**src/rtl/swd_pkg.sv**
```systemverilog
// Shared SWD target definitions: monitor states, the line-reset length and
// the positions of the request-header bits (start bit = 0 ... park bit = 7).
package swd_pkg;

    typedef enum logic [2:0] {
        UNSYNC,
        LRST,
        IDLE,
        HDR,
        BUSY
    } swd_state_e;

    localparam int SWD_LINE_RESET_MIN = 50;

    localparam int HDR_START = 0;
    localparam int HDR_APNDP = 1;
    localparam int HDR_RNW   = 2;
    localparam int HDR_A2    = 3;
    localparam int HDR_A3    = 4;
    localparam int HDR_PAR   = 5;
    localparam int HDR_STOP  = 6;
    localparam int HDR_PARK  = 7;

endpackage

```
**src/rtl/swd_run_counter.sv**
```systemverilog
// Saturating run-length counter: counts consecutive enabled samples equal to
// 'level' and flags the sample on which the run first reaches THRESH.
module swd_run_counter #(
    parameter int THRESH = 50,
    parameter int W      = $clog2(THRESH + 1)
) (
    input  logic         sck,
    input  logic         rst,
    input  logic         en,
    input  logic         din,
    input  logic         level,
    output logic [W-1:0] count,
    output logic         reached
);

    // Fires only on the THRESH-1 -> THRESH step, so a saturated run never re-fires.
    assign reached = en && (din == level) && (count == W'(THRESH - 1));

    // NOTE: sequential state is written with non-blocking assignments only;
    // blocking ones here would race against every other clocked reader.
    always_ff @(posedge sck or posedge rst) begin
        if (rst) begin
            count <= '0;
        end else if (en) begin
            if (din != level) begin
                count <= '0;
            end else if (count != W'(THRESH)) begin
                count <= count + 1'b1;
            end
        end
    end

endmodule

```
**src/rtl/swd_target_seq_monitor.sv**
```systemverilog
// Target-side SWD sequence monitor: line-reset detection, idle-zero counting
// and request-header parsing on the sampled SWDIO stream.
module swd_target_seq_monitor
    import swd_pkg::*;
#(
    parameter int RESET_LEN = SWD_LINE_RESET_MIN,
    parameter int IDLE_W    = 8
) (
    input  logic              sck,
    input  logic              rst,
    input  logic              sample_en,
    input  logic              swdio_in,
    input  logic              hdr_done,
    output logic              line_reset,
    output logic              synced,
    output logic [IDLE_W-1:0] idle_cnt,
    output logic              hdr_valid,
    output logic              hdr_err,
    output logic              hdr_apndp,
    output logic              hdr_rnw,
    output logic [1:0]        hdr_addr
);

    localparam int RUN_W = $clog2(RESET_LEN + 1);

    swd_state_e        state, state_n;
    logic [2:0]        bit_idx, bit_idx_n;
    logic [5:0]        hdr_sr, hdr_sr_n;
    logic [IDLE_W-1:0] idle_n;
    logic              synced_n, hdr_valid_n, hdr_err_n, hdr_apndp_n, hdr_rnw_n;
    logic [1:0]        hdr_addr_n;
    logic              hdr_bad;
    logic [RUN_W-1:0]  ones_cnt;
    logic              ones_reached;
    logic              unused_ones_cnt;

    swd_run_counter #(
        .THRESH(RESET_LEN),
        .W     (RUN_W)
    ) u_ones_run (
        .sck    (sck),
        .rst    (rst),
        .en     (sample_en),
        .din    (swdio_in),
        .level  (1'b1),
        .count  (ones_cnt),
        .reached(ones_reached)
    );

    // Only the threshold pulse matters here; the run length itself is not consumed.
    assign unused_ones_cnt = ^ones_cnt;

    // Header bits 1..6 are shifted in LSB first, so bit i sits at hdr_sr[i-1] once park arrives.
    always_comb begin
        // NOTE: every variable of this block gets a default first, so no path infers a latch.
        state_n     = state;
        bit_idx_n   = bit_idx;
        hdr_sr_n    = hdr_sr;
        idle_n      = idle_cnt;
        synced_n    = synced;
        hdr_valid_n = 1'b0;
        hdr_err_n   = hdr_err;
        hdr_apndp_n = hdr_apndp;
        hdr_rnw_n   = hdr_rnw;
        hdr_addr_n  = hdr_addr;
        hdr_bad     = (hdr_sr[HDR_PAR-1] != ^hdr_sr[HDR_A3-1:HDR_APNDP-1])
                    | hdr_sr[HDR_STOP-1] | ~swdio_in;

        if (ones_reached) begin
            state_n   = LRST;
            synced_n  = 1'b1;
            idle_n    = '0;
            bit_idx_n = '0;
            hdr_sr_n  = '0;
        end else begin
            case (state)
                UNSYNC: ;
                LRST: begin
                    if (sample_en && !swdio_in) begin
                        state_n = IDLE;
                        idle_n  = IDLE_W'(1);
                    end
                end
                IDLE: begin
                    if (sample_en) begin
                        if (swdio_in) begin
                            state_n   = HDR;
                            bit_idx_n = 3'(HDR_APNDP);
                        end else if (idle_cnt != {IDLE_W{1'b1}}) begin
                            idle_n = idle_cnt + 1'b1;
                        end
                    end
                end
                HDR: begin
                    if (sample_en) begin
                        if (bit_idx == 3'(HDR_PARK)) begin
                            hdr_valid_n = 1'b1;
                            hdr_err_n   = hdr_bad;
                            hdr_apndp_n = hdr_sr[HDR_APNDP-1];
                            hdr_rnw_n   = hdr_sr[HDR_RNW-1];
                            hdr_addr_n  = {hdr_sr[HDR_A3-1], hdr_sr[HDR_A2-1]};
                            bit_idx_n   = '0;
                            hdr_sr_n    = '0;
                            state_n     = hdr_bad ? UNSYNC : BUSY;
                            synced_n    = ~hdr_bad;
                        end else begin
                            hdr_sr_n  = {swdio_in, hdr_sr[5:1]};
                            bit_idx_n = bit_idx + 3'd1;
                        end
                    end
                end
                BUSY: begin
                    if (hdr_done) begin
                        state_n = IDLE;
                        idle_n  = '0;
                    end
                end
                default: state_n = UNSYNC;
            endcase
        end
    end

    always_ff @(posedge sck or posedge rst) begin
        if (rst) begin
            state      <= UNSYNC;
            bit_idx    <= '0;
            hdr_sr     <= '0;
            idle_cnt   <= '0;
            synced     <= 1'b0;
            line_reset <= 1'b0;
            hdr_valid  <= 1'b0;
            hdr_err    <= 1'b0;
            hdr_apndp  <= 1'b0;
            hdr_rnw    <= 1'b0;
            hdr_addr   <= '0;
        end else begin
            state      <= state_n;
            bit_idx    <= bit_idx_n;
            hdr_sr     <= hdr_sr_n;
            idle_cnt   <= idle_n;
            synced     <= synced_n;
            line_reset <= ones_reached;
            hdr_valid  <= hdr_valid_n;
            hdr_err    <= hdr_err_n;
            hdr_apndp  <= hdr_apndp_n;
            hdr_rnw    <= hdr_rnw_n;
            hdr_addr   <= hdr_addr_n;
        end
    end

endmodule

```
**config.mk**
```make
export PLATFORM = sky130hd
export DESIGN_NAME = swd_target_seq_monitor
export DESIGN_NICKNAME = d
export VERILOG_FILES = /design/src/rtl/swd_pkg.sv /design/src/rtl/swd_run_counter.sv /design/src/rtl/swd_target_seq_monitor.sv
export SDC_FILE = /design/constraint.sdc
export NUM_CORES = 1
export LEC_CHECK = 0
export ABC_AREA = 1
export BUFFER_PORTS_ARGS = -buffer_cell sky130_fd_sc_hd__buf_4
export CAP_MARGIN = 40
export CELL_PAD_IN_SITES_DETAIL_PLACEMENT = 0
export CELL_PAD_IN_SITES_GLOBAL_PLACEMENT = 1
export CORE_ASPECT_RATIO = 1.5
export CORE_UTILIZATION = 46
export CTS_CLUSTER_SIZE = 25
export DETAILED_ROUTE_END_ITERATION = 10
export PLACE_DENSITY_LB_ADDON = 0.1
export SLEW_MARGIN = 20
export SYNTH_ARGS = -nofsm -noshare
export SYNTH_HDL_FRONTEND = slang
export SYNTH_SLANG_ARGS = --single-unit
export TNS_END_PERCENT = 5
```
**constraint.sdc**
```tcl
create_clock -name sck -period 4.9 [get_ports sck]
set_clock_uncertainty 0.1 [all_clocks]
set_input_delay 0.98 -clock sck [delete_from_list [all_inputs] [get_ports sck]]
set_output_delay 0.98 -clock sck [all_outputs]
set_load 0.01 [all_outputs]
```
==> flow_metrics.env <==
export IMPL_status="complete, no violations"
export IMPL_hold_viol=0
export IMPL_wl_per_cell_um=12.61
export IMPL_placement_io_buffers=20
export IMPL_slew_violations=0
export IMPL_antenna_found_initial=0
export IMPL_fin_crit_sh_pct=46.16
export IMPL_clk_pin_slew_ns=0.06
export IMPL_cp_slowest_cell="nand3_1"
export IMPL_fmax_mhz=442.1
export IMPL_fp_coreArea_mm2=0.003959
export IMPL_grt_pass1_vias=1412
export IMPL_fp_dieArea_mm2=0.004409
export IMPL_p_per_area_mw_per_mm2=528.3
export IMPL_final_common_cell="nand2_1"
export IMPL_place_inst=308
export IMPL_crit_required_ns=4.97
export IMPL_drt_pre_antenna_iters=4
export IMPL_netlist_top_cell_by_area="dfrtp_1"
export IMPL_synthTopCellsByArea="dfrtp_1 45%, nand2_1 13%, nand3_1 8.9%"
export IMPL_grt_max_degree=35
export IMPL_grt_util_all_layers_pct=20.23
export IMPL_initial_core_util_pct=48.14
export IMPL_syn_nets=257
export IMPL_cp_slowest_stage_delay_ns=0.33
export IMPL_cp_start_kind="input port"
export IMPL_maxCapViolCount=0
export IMPL_htree_levels=2
export IMPL_dp_slack_ns=2.343
export IMPL_holdWs_ns=0.3812
export IMPL_ys_warnings_count=0
export IMPL_cts_buffers=5
export IMPL_layout_common_cells="66 x nand2_1, 34 x nand3_1, 34 x dfrtp_1"
export IMPL_cts_tree="built"
export IMPL_postSynthCellCount=246
export IMPL_syn_avg_cell_area_um2=7.746
export IMPL_fin_crit_ns=2.262
export IMPL_drt_total_wl_um=3961
export IMPL_drc=0
export IMPL_path_class="input port to flop"
export IMPL_cts_hold_buf=0
export IMPL_fin_ws_ns=2.638
export IMPL_clockBufferDepth=2
export IMPL_synth_seq_cells=34
export IMPL_yosysSeqAreaShare_pct=44.65
export IMPL_setup_tns_ns=0
export IMPL_cts_resized=0
export IMPL_die_h_um=80.83
export IMPL_multi_input_area_um2=917.1
export IMPL_insertion_delay_ns=0.28
export IMPL_path_cells="buf_4 -> nand3_1 -> inv_1 -> nand2_2 -> o21ai_1 -> nand3_1 -> clkinv_1 -> nand2_1 -> nand2_1"
export IMPL_setup_viol_count_final=0
export IMPL_clock_sinks=34
export IMPL_synthFlopType="dfrtp_1"
export IMPL_fill_cells=384
export IMPL_chipWidth_um=54.55
export IMPL_dp_hpwl_um=2860
export IMPL_ys_types=31
export IMPL_peakVddDrop_mv=0.3381
export IMPL_area_growth_pct=14.05
export IMPL_power_leakage_uw=0.001139
export IMPL_netlist_area_mm2=0.001906
export IMPL_drive_above_1_share_pct=13.75
export IMPL_worst_pin_slew_ns=0.4939
export IMPL_synth_top_area_share_pct=44.65
export IMPL_rsz0062_at_grt="false"
export IMPL_layout_area_seq_um2=850.8
export IMPL_worstPathMaxFanout=18
export IMPL_drt_iter0_markers=42
export IMPL_slew_headroom_pct=66.88
export IMPL_io_pins=21
export IMPL_synth_edf_count=0
export IMPL_root_buffer="clkbuf_8"
export IMPL_post_cts_buffers=0
export IMPL_globalplace_congestion=0.7968
export IMPL_viasPerCell=5.175
export IMPL_antenna_cells=0
export IMPL_vias=1625
export IMPL_grt_pass1_wl_um=6410
export IMPL_hp_class="flop to flop"
export IMPL_fin_nets=281
export IMPL_arrival_ns=2.33
export IMPL_path_buf_inv=3
export IMPL_overflow=0
export IMPL_final_cell_count_no_fill=314
export IMPL_end_kind="flop"
export IMPL_drtAntennaViolNets=0
export IMPL_synthArstFlopShare_pct=100.0
export IMPL_fp_row_count=28
export IMPL_critPathTopFamily="simple AND/OR/NAND/NOR gates"
==> area by class of cell <==
type / instances / area share (%)
clock buffer: 6 / 3.800
inverter: 29 / 5.009
multi-input combinational: 179 / 42.20
sequential: 34 / 39.15
tap: 45 / 2.591
timing repair buffer: 21 / 7.254
==> per-layer routing <==
| metal | global-route usage, % | wire length (um) | vias up |
|---|---|---|---|
| li1 | - | - | 844 |
| met1 | 24.64 | 1716 | 741 |
| met2 | 33.54 | 2052 | 32 |
| met3 | 4.869 | 126 | 8 |
| met4 | 7.436 | 67 | 0 |
| met5 | 0 | 0 | - |
==> stage by stage <==
step / utilization (%) / total power (uW) / cell area [um2]
finish: 54.90 / 1148 / 2173
global route: 54.90 / 1253 / 2173
CTS: 54.90 / 1167 / 2173
detailed placement: 52.81 / 957.3 / 2091
global placement: 52.81 / 954.3 / 2091
floorplan: - / 805.6 / 1906
==> path summary, 6_finish.rpt <==
path	slack (ns)	end	cells after the start	start
max in group asynchronous	3.68	idle_cnt[7]	3	rst
min in group asynchronous	0.69	idle_cnt[1]	3	rst
worst max-delay path	2.64	hdr_err	9	swdio_in
worst min register to register	0.38	hdr_err	2	hdr_err
worst min-delay path	0.38	hdr_err	2	hdr_err
worst max register to register	2.85	bit_idx[0]	8	u_ones_run.count[1]
==> worst reg2reg max path, delay by kind of cell, from the launching register on <==
family          cells  cell delay, ns
compound gates      3            0.80
flops               1            0.40
simple gates        3            0.39
fa+ha+maj           1            0.16
buf+inv             1            0.08
==> synth_stat cells (3+ instances only) <==
cell      n
nand2_1  66
dfrtp_1  34
nand3_1  34
inv_1    25
nor2_1   19
o21ai_1  14
a21oi_1   9
ha_1      6
nand4_1   4
o21ai_0   4
xor2_1    4
nand2_2   3
xnor2_1   3
==> where the power goes <==
part           leakage, uW  switching (uW)  internal, uW
sequential        0.000436            78.3           366
clock            0.0000431            95.9           108
combinational     0.000659             301           199
==> cells by family (layout without fill, tap and decap cells) <==
family,Yosys count,count (layout),share of synthesized area (%)
and+or+nand+nor,133,133,31.45
DFF,34,34,44.65
AOI/OAI and AO/OA,33,33,9.522
buffers and inverters,33,56,7.223
xor gates and xnor gates,7,7,3.217
adders and majority gates,6,6,3.939
==> flip-flops by register name (all words and copies together), names as in the netlist <==
signal and flops:
hdr_valid 1, hdr_addr 2, idle_cnt 8, line_reset 1
synced 1, state 3, hdr_rnw 1, hdr_apndp 1
hdr_sr 6, bit_idx 3, hdr_err 1, u_ones_run.count 6
No activity file was read; power rests on OpenSTA's default activity.
